`config.mk`:
```
export PLATFORM = sky130hd
export DESIGN_NAME = writeback_arbiter
export DESIGN_NICKNAME = d
export VERILOG_FILES = /design/src/rtl/wb_pkg.sv /design/src/rtl/wb_skid_fifo.sv /design/src/rtl/writeback_arbiter.sv
export SDC_FILE = /design/constraint.sdc
export NUM_CORES = 1
export LEC_CHECK = 0
export ABC_CLOCK_PERIOD_IN_PS = 5290
export BUFFER_PORTS_ARGS = -buffer_cell sky130_fd_sc_hd__buf_2
export CAP_MARGIN = 20
export CORE_MARGIN = 10
export CORE_UTILIZATION = 51
export DETAILED_ROUTE_END_ITERATION = 10
export PLACE_DENSITY = 0.75
export SLEW_MARGIN = 20
export SYNTH_ARGS = -nofsm -noshare
export SYNTH_HDL_FRONTEND = slang
export SYNTH_SLANG_ARGS = --single-unit
export TNS_END_PERCENT = 20
```
`constraint.sdc`:
```
create_clock -name clk -period 5.29 [get_ports clk]
set_input_delay 1.058 -clock clk [delete_from_list [all_inputs] [get_ports clk]]
set_output_delay 1.058 -clock clk [all_outputs]
set_load 0.1 [all_outputs]
```
`src/rtl/wb_pkg.sv`:
```
// Shared widths and types for the register-file writeback arbiter.
package wb_pkg;

  localparam int unsigned XLEN     = 32;
  localparam int unsigned REGIDX_W = 5;

  // One pending register-file write.
  typedef struct packed {
    logic [REGIDX_W-1:0] rd;
    logic [XLEN-1:0]     data;
  } wb_entry_t;

  // Which source owns the write port in a given cycle.
  typedef enum logic [1:0] {
    WB_SRC_NONE,
    WB_SRC_LOAD,
    WB_SRC_BUF,
    WB_SRC_ALU
  } wb_src_e;

  // x0 is hardwired to zero, so writes to it are dropped.
  function automatic logic rd_is_live(logic [REGIDX_W-1:0] rd);
    return rd != '0;
  endfunction

endpackage

```
`src/rtl/wb_skid_fifo.sv`:
```
// Small in-order buffer for ALU writes that lost arbitration.
// Shift-register organisation: slot 0 always holds the oldest entry, so the
// read-all view (present only with WB_FWD_EN) is already in age order.
module wb_skid_fifo
  import wb_pkg::*;
#(
  parameter int unsigned Depth = 2,
  localparam int unsigned CntW = $clog2(Depth + 1)
) (
  input  logic                  clk_i,
  input  logic                  rst_ni,   // synchronous, active-low
  input  logic                  push_i,
  input  wb_entry_t             wdata_i,
  input  logic                  pop_i,
  output wb_entry_t             rdata_o,
  output logic                  full_o,
  output logic                  empty_o
`ifdef WB_FWD_EN
  ,
  output wb_entry_t [Depth-1:0] slots_o,
  output logic [CntW-1:0]       count_o
`endif
);

  wb_entry_t [Depth-1:0] mem_q, mem_d;
  logic [CntW-1:0]       cnt_q, cnt_d;
  logic                  do_push, do_pop;

  assign full_o  = cnt_q == CntW'(Depth);
  assign empty_o = cnt_q == '0;
  assign rdata_o = mem_q[0];
  assign do_pop  = pop_i && !empty_o;
  // A push into a full buffer is only legal when the head leaves in the same cycle.
  assign do_push = push_i && (!full_o || do_pop);

`ifdef WB_FWD_EN
  assign slots_o = mem_q;
  assign count_o = cnt_q;
`endif

  // Next-state: shift down on pop, then append at the first free slot on push.
  always_comb begin
    mem_d = mem_q;
    cnt_d = cnt_q;
    if (do_pop) begin
      for (int i = 0; i < int'(Depth) - 1; i++) begin
        mem_d[i] = mem_q[i+1];
      end
      cnt_d = cnt_d - CntW'(1);
    end
    if (do_push) begin
      for (int i = 0; i < int'(Depth); i++) begin
        if (cnt_d == CntW'(i)) begin
          mem_d[i] = wdata_i;
        end
      end
      cnt_d = cnt_d + CntW'(1);
    end
  end

  // Buffer state; reset discards anything still queued.
  always_ff @(posedge clk_i) begin
    if (!rst_ni) begin
      mem_q <= '0;
      cnt_q <= '0;
    end else begin
      mem_q <= mem_d;
      cnt_q <= cnt_d;
    end
  end

endmodule

```
`src/rtl/writeback_arbiter.sv`:
```
// Register-file write-port arbiter: load responses win unconditionally, ALU
// results that lose are queued in order and drained ahead of newer ALU results.
// Data/index widths come from wb_pkg (XLEN, REGIDX_W).
// Optional feature macro WB_FWD_EN: adds a combinational decode bypass
// (fwd_rs/fwd_hit/fwd_data) looking into the buffer and the registered output.
module writeback_arbiter
  import wb_pkg::*;
#(
  parameter int unsigned BUF_DEPTH = 2
) (
  input  logic                clk,
  input  logic                rst_n,
  input  logic                alu_valid,
  output logic                alu_ready,
  input  logic [REGIDX_W-1:0] alu_rd,
  input  logic [XLEN-1:0]     alu_data,
  input  logic                load_valid,
  input  logic [REGIDX_W-1:0] load_rd,
  input  logic [XLEN-1:0]     load_data,
  output logic                rf_we,
  output logic [REGIDX_W-1:0] rf_waddr,
  output logic [XLEN-1:0]     rf_wdata,
  output logic                wb_pending
`ifdef WB_FWD_EN
  ,
  input  logic [REGIDX_W-1:0] fwd_rs,
  output logic                fwd_hit,
  output logic [XLEN-1:0]     fwd_data
`endif
);

  localparam int unsigned CntW = $clog2(BUF_DEPTH + 1);

  wb_src_e             src;
  wb_entry_t           buf_head, alu_entry, wr_entry;
  logic                buf_full, buf_empty, buf_push, buf_pop;
  logic                alu_fire, wr_en;
  logic                rf_we_q;
  logic [REGIDX_W-1:0] rf_waddr_q;
  logic [XLEN-1:0]     rf_wdata_q;

`ifdef WB_FWD_EN
  wb_entry_t [BUF_DEPTH-1:0] buf_slots;
  logic [CntW-1:0]           buf_cnt;
`endif

  // Ready depends only on buffer occupancy, never on the valids.
  assign alu_ready  = rst_n && !buf_full;
  assign alu_fire   = alu_valid && alu_ready;
  assign alu_entry  = '{rd: alu_rd, data: alu_data};
  assign wb_pending = !buf_empty;

  assign rf_we    = rf_we_q;
  assign rf_waddr = rf_waddr_q;
  assign rf_wdata = rf_wdata_q;

  // Pick the port owner and decide what enters or leaves the buffer.
  always_comb begin
    src      = WB_SRC_NONE;
    wr_entry = '0;
    if (load_valid) begin
      src = WB_SRC_LOAD;
    end else if (!buf_empty) begin
      src = WB_SRC_BUF;
    end else if (alu_fire) begin
      src = WB_SRC_ALU;
    end

    unique case (src)
      WB_SRC_LOAD: wr_entry = '{rd: load_rd, data: load_data};
      WB_SRC_BUF:  wr_entry = buf_head;
      WB_SRC_ALU:  wr_entry = alu_entry;
      default:     wr_entry = '0;
    endcase

    // A slot taken by an x0 load is still consumed: it is simply not written.
    wr_en    = (src != WB_SRC_NONE) && rd_is_live(wr_entry.rd);
    buf_pop  = src == WB_SRC_BUF;
    buf_push = alu_fire && rd_is_live(alu_rd) && (src != WB_SRC_ALU);
  end

  wb_skid_fifo #(
    .Depth (BUF_DEPTH)
  ) u_skid_fifo (
    .clk_i   (clk),
    .rst_ni  (rst_n),
    .push_i  (buf_push),
    .wdata_i (alu_entry),
    .pop_i   (buf_pop),
    .rdata_o (buf_head),
    .full_o  (buf_full),
    .empty_o (buf_empty)
`ifdef WB_FWD_EN
    ,
    .slots_o (buf_slots),
    .count_o (buf_cnt)
`endif
  );

  // Registered write port; address/data hold when no write happens.
  always_ff @(posedge clk) begin
    if (!rst_n) begin
      rf_we_q    <= 1'b0;
      rf_waddr_q <= '0;
      rf_wdata_q <= '0;
    end else begin
      rf_we_q <= wr_en;
      if (wr_en) begin
        rf_waddr_q <= wr_entry.rd;
        rf_wdata_q <= wr_entry.data;
      end
    end
  end

`ifdef WB_FWD_EN
  // Bypass lookup: youngest buffered match wins, else the write in flight.
  always_comb begin
    fwd_hit  = 1'b0;
    fwd_data = '0;
    if (fwd_rs != '0) begin
      if (rf_we_q && (rf_waddr_q == fwd_rs)) begin
        fwd_hit  = 1'b1;
        fwd_data = rf_wdata_q;
      end
      // Later slots are younger, so later matches override earlier ones.
      for (int i = 0; i < int'(BUF_DEPTH); i++) begin
        if ((CntW'(i) < buf_cnt) && (buf_slots[i].rd == fwd_rs)) begin
          fwd_hit  = 1'b1;
          fwd_data = buf_slots[i].data;
        end
      end
    end
  end
`endif

endmodule
```
==> results.md, run 1 <==
* Share of cells above drive strength 1 at 22.0%
* Hold EP: rf_waddr[2]
* Final period util at 74.6%
* Total Wirelength at 15300 um
* WL per Instance at 17.3 um
* Synth area leaders: dfxtp_1, nand2_1, o211a_1, nand3_1, mux2i_1
* I/O pin count at 118
* Via/cell ratio at 5.82
* Post-synth net total at 736
* Row count at 38
* H-Tree Depth at 4
* Cells after Synth at 654
* Max Clock Skew at 10.3 ps
* Endpoints failing hold at 0
* Post-Syn Area at 5580 um^2
* Synth-to-layout area growth at 21.7%
* Die Width at 125 um
* Final setup viols at 0
* Worst Setup End Kind: output port
* Startpoint Class: flop
* Total CTS buffers at 17
* Sequential-to-total area share from yosys stat at 40.9%
* Final Power at 3480 uW
* Initial drt markers at 491
* Pwr dens at 513 nW/um^2
* Setup TNS at 0 ps
* Post-CTS Setup Inserts at 0
* Initial core utilization at 51.7%
* Vias in the first global route at 5194
* Vias at 5155
* Drt first pass iters at 5
* Minimum clock period at 3950 ps
* Initial antenna violation count at 0
* CTS tree: done
* Synth area leader: dfxtp_1
* Die area at 15500 um^2
* Req. time, crit path at 4230 ps
* Pin count of the biggest net entering global routing at 125
* Cell count of the worst reg-to-reg path at 8
* Status: finished clean
* RSZ-0062 raised after global routing: false
* Crit Reg-Reg Endpoint: rf_wdata[31]
* Max-Cap Viols at 0
* First-pass GRT wire length at 25600 um
* Met2 usage at 33.3%
* Core area at 10800 um^2
* Slew @ Worst Pin at 843 ps
* I/O Buffers at 117
* Crit Reg-Reg Startpoint: u_skid_fifo.cnt_q[0]
* Clk slew on worst S/H paths at 60 ps
* GRT Overall Usage at 19.5%
* Crit-path max FO at 39
* Grt peak-use layer: met2
* Grt met1 use at 22.8%
* DP HPWL at 9790 um
* ANT nets after route at 0
* Pleak at 0.00325 uW
* Ant diodes at 0
* Rel. slew slack at 43.8%
* Area share of fa/ha/maj cells after synthesis at 0.897%
* Met3 usage at 5.23%
* Grt total ovfl at 0
* Register bit total from synthesis at 114
* Clock Latency Late Sink at 520 ps
* Final Wtd Congestion at 0.776
* Final nets at 815
* Synth Area in XOR/XNOR at 0.314%
* Hold path cells at 2
* Worst Hold Class: reg2reg
* Largest family of logic cells by synthesized area: compound AO/OA/AOI/OAI gates
* Peak Freq at 253 MHz
* DRC Markers at 0
* Simple-gate share of the synthesized area at 21.4%
* Critical Path AT at 2890 ps
* Synth cell types at 37
* Die Y at 125 um
* Root Buffer: clkbuf_8
* R2r setup slk at 1720 ps
* Max-slew violation count at 0
* CP Class: reg2out
* Ys Warns at 0
* Clk sinks at 114
* Synth top area share at 40.9%
* CTS max path bufs at 2
* Synth Area in Compound Gates at 24.6%
* Syn avg cell area at 8.53 um^2
* Worst vdd ir at 250 uV
* Hold Buf Count CTS at 0
* Fraction of synthesized area in multiplexers at 6.12%
* PostCTS Resize Cnt at 0
* Origin of the worst min-delay path: rf_waddr[2]
[worst max-delay path by stage]
stage | startpoint | to | slack [ps] | cells after the start
after global routing | u_skid_fifo.cnt_q[0] | wb_pending | 1190 | 5
final | u_skid_fifo.cnt_q[0] | wb_pending | 1340 | 5
after CTS | u_skid_fifo.cnt_q[0] | wb_pending | 1350 | 5
after detailed placement | alu_rd[4] | u_skid_fifo.rdata_o[23] | 1570 | 6
after global placement | alu_rd[4] | u_skid_fifo.rdata_o[17] | 1660 | 6
after floorplan | rst_n | alu_ready | 1040 | 4
[synth_stat cells]
master / instances
dfxtp_1: 114
nand3_1: 69
or4_1: 2
ha_1: 4
o2111ai_1: 1
o2111a_1: 1
xor2_1: 1
o41ai_2: 1
inv_2: 1
and3b_1: 1
buf_2: 14
mux2_1: 1
o221ai_2: 1
o21a_1: 1
a21boi_1: 37
a221oi_1: 1
o211a_1: 38
a221o_1: 32
o211ai_1: 1
buf_6: 4
a22oi_1: 4
clkbuf_1: 45
buf_1: 1
inv_1: 3
o2111ai_4: 1
o2bb2ai_1: 4
mux2i_1: 33
xnor2_1: 1
buf_4: 3
nand2b_1: 33
and2_1: 3
nand2_1: 151
nor2_1: 2
o21ai_0: 41
and4b_1: 1
a22oi_4: 1
nor2b_1: 2
[state kept, by name, summed over array words and instances (netlist names)]
name / flops
u_skid_fifo.mem_q: 37
u_skid_fifo.rdata_o: 37
rf_wdata: 32
rf_waddr: 5
u_skid_fifo.cnt_q: 2
rf_we: 1
[cell families (layout without fill, tap and decap cells)]
| group | count (synthesis) | in the layout |
|---|---|---|
| DFF | 114 | 114 |
| AOI/OAI and AO/OA | 165 | 165 |
| xor gates and xnor gates | 2 | 2 |
| adders and majority gates | 4 | 4 |
| and+or+nand+nor | 264 | 264 |
| muxes | 34 | 34 |
| buffers and inverters | 71 | 163 |
[cell type report]
class	instances	area, um^2
Fill cell	912	4000
Inverter	4	15.0
Timing Repair Buffer	127	697
Tap cell	140	175
Multi-Input combinational cell	469	3010
Clock inverter	12	188
Clock buffer	20	425
Sequential cell	114	2280
[power by group]
group	total, uW	leakage [uW]	switching (uW)	internal (uW)
sequential	1050	0.000931	62.1	986
clock	1200	0.000302	390	806
combinational	1240	0.00202	892	345
total	3480	0.00325	1340	2140
[critical path, cell delays in order (launching register included)]
cell	delay [ps]
dfxtp_1	360
inv_1	70
ha_1	420
buf_4	340
inv_2	600
buf_2	560
[cells in the final DEF, fill, tap and decap left out, drive strengths merged, types with 2 or more instances in the layout]
cell type / n
a21boi: 37
a221o: 32
a22oi: 5
and2: 3
buf: 127
bufinv: 5
clkbuf: 20
clkinv: 6
dfxtp: 114
ha: 4
inv: 4
mux2i: 33
nand2: 151
nand2b: 33
nand3: 69
nor2: 2
nor2b: 2
o2111ai: 2
o211a: 38
o21ai: 41
o2bb2ai: 4
or4: 2
[stage by stage]
step                      utilization (%)  cells  hold WS [ps]  setup slack [ps]  instance area [um^2]
final                                62.9    886           449              1340                  6790
after global routing                 62.9    886           467              1190                  6790
after floorplan                         -    654           435              1040                  5580
after detailed placement             56.8    852           445              1570                  6130
after global placement               56.8    852           439              1660                  6130
after CTS                            62.5    884           453              1350                  6750
[metal layers]
layer,wire length [um],vias to the layer above
li1,-,2479
met1,6480,2480
met2,7670,177
met3,946,19
met4,198,0
met5,0,-
No activity file was read; power rests on OpenSTA's default activity.
==> run 2, diff against run 1 <==
ABC_AREA = 1   (was not set)
ABC_CLOCK_PERIOD_IN_PS = 3500   (was 5290)
CORE_UTILIZATION = 49   (was 51)
PLACE_DENSITY = 0.76   (was 0.75)
clock period = 3.5 ns   (was 5.29 ns; I/O delays follow)
==> results.md, run 2 <==
* CTS tree: done
* Initial drt markers at 404 (-18%)
* Grt total ovfl at 0 (unchanged)
* Critical Path AT at 2940 ps (+50 ps)
* EDFF count, synth at 0 (unchanged)
* Drt first pass iters at 5 (unchanged)
* Final Cell Area at 6460 um^2 (-4.9%)
* Synth top cells by count: nand2_1, dfxtp_1, a21oi_1, inv_1, o21ai_0
* CP Class: reg2reg
* Worst setup startpoint: u_skid_fifo.cnt_q[0]
* Root Buffer: clkbuf_8
* Syn avg cell area at 6.89 um^2 (-19%)
* Most frequent cells in the layout: nand2_1, buf_2, dfxtp_1
* I/O pin count at 118 (unchanged)
* Rel. slew slack at 56.8% (+13 points)
* DP HPWL at 9220 um (-5.8%)
* Total CTS buffers at 17 (unchanged)
* Status: finished clean
* Die Width at 124 um (-0.37%)
* Pin count of the biggest net entering global routing at 74 (-41%)
* Post-Syn Area at 5310 um^2 (-4.8%)
* Crit Reg-Reg Endpoint: u_skid_fifo.mem_q[51]
* Largest family of logic cells by synthesized area: simple AND/OR/NAND/NOR gates
* Sw Pwr at 1790 uW (+33%)
* Fraction of synthesized area in multiplexers at 0% (-6.1 points)
* Clk slew on worst S/H paths at 50 ps (about the same)
* RSZ-0062 raised after global routing: false
* Critical-path top delay cell: ha_1
* H-Tree Depth at 4 (unchanged)
* Synth top area share at 43.0% (+2.1 points)
* Max-Cap Viols at 0 (unchanged)
* Hold Buf Count CTS at 0 (unchanged)
* Sw frac at 38.8% (+0.14 points)
* Reg power frac at 33.6% (+3.5 points)
* Pwr dens at 716 nW/um^2 (+40%)
* Pleak at 0.00298 uW (-8.3%)
* DRC Markers at 0 (unchanged)
* Part of the power in the clock network at 33.6% (-0.8 points)
* Combinational fraction of design power at 32.7% (-2.8 points)
* Register bit total from synthesis at 114 (unchanged)
* Worst Hold Class: reg2reg
* First-pass GRT wire length at 22700 um (-12%)
* Synth area leaders: dfxtp_1, nand2_1, a21oi_1, o21ai_0, inv_1
* Max Clock Skew at 8.18 ps (-2.11 ps)
* Buf/Inv on CP at 4 (unchanged)
* Placed inst area at 5930 um^2 (-3.3%)
* Cells along the critical path: inv_1, ha_1, nor2_4, inv_1, or2_2, o21ai_0, inv_1, ha_1, nand2_1, buf_4, nand2_1, a21oi_1
* Place WS at 875 ps (-693 ps)
* Core area at 10500 um^2 (-3.1%)
* Minimum clock period at 2510 ps
* Final setup viols at 0 (unchanged)
* Via/cell ratio at 5.11 (-12%)
* Commonest non-fill, non-tap cell in the layout: nand2_1
* Slowest stage delay, CP at 400 ps (-200 ps)
* Synth Area in Compound Gates at 21.0% (-3.5 points)
* Crit Reg-Reg Startpoint: u_skid_fifo.cnt_q[0]
* Most used cell along the critical path: inv_1
* Area share of fa/ha/maj cells after synthesis at 0.942% (+0.045 points)
* CTS max path bufs at 2 (unchanged)
* Ant diodes at 0 (unchanged)
* Clk sinks at 114 (unchanged)
* Cells after Synth at 771 (+18%)
* Die area at 15400 um^2 (-0.75%)
* Synth cell types at 26 (-30%)
* Synth-to-layout area growth at 21.5%
* Most frequent cell after synthesis: nand2_1
* I/O Buffers at 117 (unchanged)
* Crit path max-delay family: simple AND/OR/NAND/NOR gates
* Synth area leader: dfxtp_1
* Pint at 2830 uW (+32%)
* Synth Area in XOR/XNOR at 0.165% (-0.15 points)
* Final Wtd Congestion at 0.827 (+6.6%)
* Async SR Flop Fraction at 0% (unchanged)
* Max-slew violation count at 0 (unchanged)
* Worst setup path end: u_skid_fifo.mem_q[51]
* Clock Latency Late Sink at 510 ps (about the same)
* Post-synth net total at 853 (+16%)
* Sequential-to-total area share from yosys stat at 43.0% (+2.1 points)
* Final nets at 945 (+16%)
* Vias in the first global route at 4777 (-8.0%)
* Worst Setup End Kind: flop
* Req. time, crit path at 3930 ps (-300 ps)
* R2r setup slk at 990 ps (-730 ps)
* Ys Warns at 0 (unchanged)
* Prevailing post-synth register cell: dfxtp_1
* Origin of the worst min-delay path: u_skid_fifo.mem_q[65]
* ANT nets after route at 0 (unchanged)
* Cell count of the worst reg-to-reg path at 12 (+4)
* Setup slack after layout at 990 ps (-351 ps)
* PostCTS Resize Cnt at 0 (unchanged)
* Final period util at 71.7%
* Final Power at 4620 uW (+33%)
* Setup TNS at 0 ps (unchanged)
* Worst vdd ir at 331 uV (+32%)
* Share of cells above drive strength 1 at 20.1% (-1.9 points)
* Crit-path max FO at 19 (-51%)
* Peak Freq at 398 MHz
* WL per Instance at 14.0 um (-19%)
* Simple-gate share of the synthesized area at 23.5% (+2.2 points)
* Startpoint Class: flop
* Endpoints failing hold at 0 (unchanged)
* GRT Overall Usage at 18.1% (-1.4 points)
* Worst path depth at 12 (+7)
* Total Wirelength at 14100 um (-7.7%)
* Initial antenna violation count at 0 (unchanged)
* Vias at 5148 (-0.14%)
* Initial core utilization at 50.8% (-0.92 points)
* Die Y at 124 um (-0.37%)
* Slew @ Worst Pin at 648 ps (-195 ps)
* Post-CTS Setup Inserts at 0 (unchanged)
* Row count at 37 (-2.6%)
## run 2: worst min-delay path by stage
stage	end	slack (ps)	cells past startpoint
after floorplan	u_skid_fifo.mem_q[65]	420	2
after global placement	u_skid_fifo.mem_q[65]	440	2
after detailed placement	u_skid_fifo.mem_q[65]	450	2
after CTS	u_skid_fifo.rdata_o[13]	450	3
after global routing	u_skid_fifo.rdata_o[8]	450	3
final	u_skid_fifo.mem_q[65]	450	2
## run 2: kinds of logic after synthesis
| logic type | after synthesis |
|---|---|
| and+or+nand+nor | 296 |
| AOI/OAI and AO/OA | 215 |
| buffers and inverters | 141 |
| DFF | 114 |
| adders and majority gates | 4 |
| xor gates and xnor gates | 1 |
## run 2: final cells by class
cell class | count | area (um^2)
fillers | 1025 | 4010
multi-input cells | 516 | 2440
flip-flops and latches | 114 | 2280
repair buffers | 130 | 723
clock buffers | 22 | 473
inverters | 84 | 315
well taps | 136 | 170
clock inverters | 6 | 57.6
## run 2: power by group through the flow
stage	logic, uW	clock network [uW]	registers, uW
final	1510	1550	1550
after global routing	1660	1640	1570
after CTS	1520	1570	1550
after detailed placement	1510	0	1580
after global placement	1500	0	1570
after floorplan	785	0	2000
## run 2: tightest hold or removal path, stage by stage, from the launching register on
cell     delay, ps
dfxtp_1        290
inv_1           60
a21oi_1         50
## run 2: through the flow
step	hold slack, ps	utilization [%]	instances
6_report	453	61.7	1008
5_1_grt	453	61.7	1008
4_1_cts	446	61.7	1008
3_5_place_dp	445	56.6	980
3_3_place_gp	440	56.6	980
2_1_floorplan	425	-	771
## run 2: per-layer routing
layer  wire length, um  global-route usage [%]  up-vias
met5                 0                       0        -
met4               112                    5.11        0
met3               920                    5.07       12
met2              7000                    31.0      119
met1              6100                    21.7     2321
li1                  -                       -     2696
==> run 3, diff against run 2 <==
ABC_AREA = 0   (was 1)
ABC_CLOCK_PERIOD_IN_PS = 2400   (was 3500)
CORE_UTILIZATION = 51   (was 49)
PLACE_DENSITY = 0.75   (was 0.76)
clock period = 2.4 ns   (was 3.5 ns; I/O delays follow)
==> results.md, run 3 (synthesis gave the netlist of run 1 again) <==
* Status: finished clean
* Minimum clock period at 2260 ps
* Vias in the first global route at 5080 (+6.3%)
* GRT Overall Usage at 19.6% (+1.5 points)
* Worst vdd ir at 495 uV (+50%)
* Final setup viols at 0 (unchanged)
* Post-CTS Setup Inserts at 0 (unchanged)
* DP HPWL at 10200 um (+10%)
* Final Wtd Congestion at 0.851 (+3.0%)
* Synth-to-layout area growth at 24.2%
* Cell count of the worst reg-to-reg path at 9 (-3)
* Hold Buf Count CTS at 0 (unchanged)
* RSZ-0062 raised after global routing: false
* Initial core utilization at 51.7% (+0.92 points)
* Die Width at 125 um (+0.37%)
* Final period util at 94.2%
* DRC Markers at 0 (unchanged)
* Die area at 15500 um^2 (+0.75%)
* PostCTS Resize Cnt at 4 (+4)
* Max Clock Skew at 6.98 ps (-1.20 ps)
* Initial drt markers at 392 (-3.0%)
* Row count at 38 (+2.7%)
* Metal3 WL at 890 um (-3.3%)
* Pleak at 0.00332 uW (+11%)
* Startpoint Class: flop
* WL per Instance at 17.6 um (+25%)
* CTS max path bufs at 2 (unchanged)
* CP Class: reg2out
* Met2 wire len at 8210 um (+17%)
* Pin count of the biggest net entering global routing at 149 (+100%)
* I/O pin count at 118 (unchanged)
* Grt total ovfl at 0 (unchanged)
* Critical Path AT at 1780 ps (-1160 ps)
* Hold path cells at 3 (+1)
* Setup TNS at 0 ps (unchanged)
* Peak Freq at 442 MHz
* Core area at 10800 um^2 (+3.2%)
* Slew @ Worst Pin at 599 ps (-48.8 ps)
* Root Buffer: clkbuf_8
* Top Metal Used: met4
* Most frequent cells in the layout: nand2_1, dfxtp_1, buf_2
* Vias at 5134 (-0.27%)
* Commonest non-fill, non-tap cell in the layout: nand2_1
* Wl on met1 at 6410 um (+5.2%)
* Max-slew violation count at 0 (unchanged)
* Endpoints failing hold at 0 (unchanged)
* Final nets at 825 (-13%)
* Initial antenna violation count at 0 (unchanged)
* Max-Cap Viols at 0 (unchanged)
* I/O Buffers at 117 (unchanged)
* Final Power at 7700 uW (+67%)
* Ant diodes at 0 (unchanged)
* Worst Hold Class: in2reg
* H-Tree Depth at 4 (unchanged)
* Total CTS buffers at 17 (unchanged)
* Worst Setup End Kind: output port
* Die Y at 125 um (+0.37%)
* Req. time, crit path at 1920 ps (-2010 ps)
* Total Wirelength at 15700 um (+11%)
* Rel. slew slack at 59.6% (+2.8 points)
* Clk slew on worst S/H paths at 60 ps (about the same)
* Clock Latency Late Sink at 520 ps (about the same)
* Drt first pass iters at 5 (unchanged)
* Via/cell ratio at 5.74 (+12%)
* Share of cells above drive strength 1 at 23.7% (+3.6 points)
* Crit-path max FO at 14 (-5)
* CTS tree: done
* Clk sinks at 114 (unchanged)
* ANT nets after route at 0 (unchanged)
* First-pass GRT wire length at 25700 um (+13%)
* Pwr dens at 1110 nW/um^2 (+55%)
[run 3: changes by cell type in the layout (fill, tap and decap cells not counted), sizes merged, moves of 7 or more]
| cell | delta |
|---|---|
| a21oi | -109 |
| inv | -80 |
| nor2 | -72 |
| o211a | +38 |
| a21boi | +37 |
| mux2i | +33 |
| nand2b | +33 |
| o21ai | -33 |
| a221o | +32 |
| o22ai | -31 |
| nand3 | +20 |
| nand2 | -12 |
| buf | +7 |
[run 3: area by class of cell]
type                       instances  area, um^2
inverter                           4        17.5
fill                             903        3860
sequential                       114        2280
clock inverter                    10         108
tap                              140         175
multi-input combinational        469        3020
timing repair buffer             137         858
clock buffer                      21         469
[run 3: final timing paths]
check,start,endpoint,slack (ps)
hold / removal,alu_data[2],u_skid_fifo.mem_q[39],210
setup reg to reg,u_skid_fifo.cnt_q[0],u_skid_fifo.rdata_o[11],170
setup / recovery,u_skid_fifo.cnt_q[0],wb_pending,140
hold reg to reg,u_skid_fifo.mem_q[42],u_skid_fifo.mem_q[42],450
[run 3: through the flow]
step                setup slack (ps)  util [%]  hold WS (ps)  area [um^2]  instances
CTS                             17.5      64.1           190         6920        895
global placement                 138      58.7           439         6330        864
global route                    60.8      64.2           202         6930        895
finish                           139      64.2           214         6930        895
detailed placement              79.8      58.7           445         6330        864
floorplan                       79.0         -           435         5590        654
[run 3: worst max-delay path, cell delays in order, from the launching register on]
cell,delay [ps]
dfxtp_1,350
inv_1,80
ha_2,240
buf_4,210
inv_4,180
buf_12,200
[run 3: report_power, final]
part	switching [uW]	total, uW	internal, uW	leakage (uW)
registers	136	2310	2170	0.000931
logic	2020	2950	925	0.00211
clock network	872	2440	1570	0.000281
total	3030	7700	4670	0.00332
[run 3: per-layer routing]
metal	global-route usage, %	up-vias
li1	-	2494
met1	22.1	2454
met2	34.5	167
met3	5.96	19
met4	6.37	0
met5	0	-
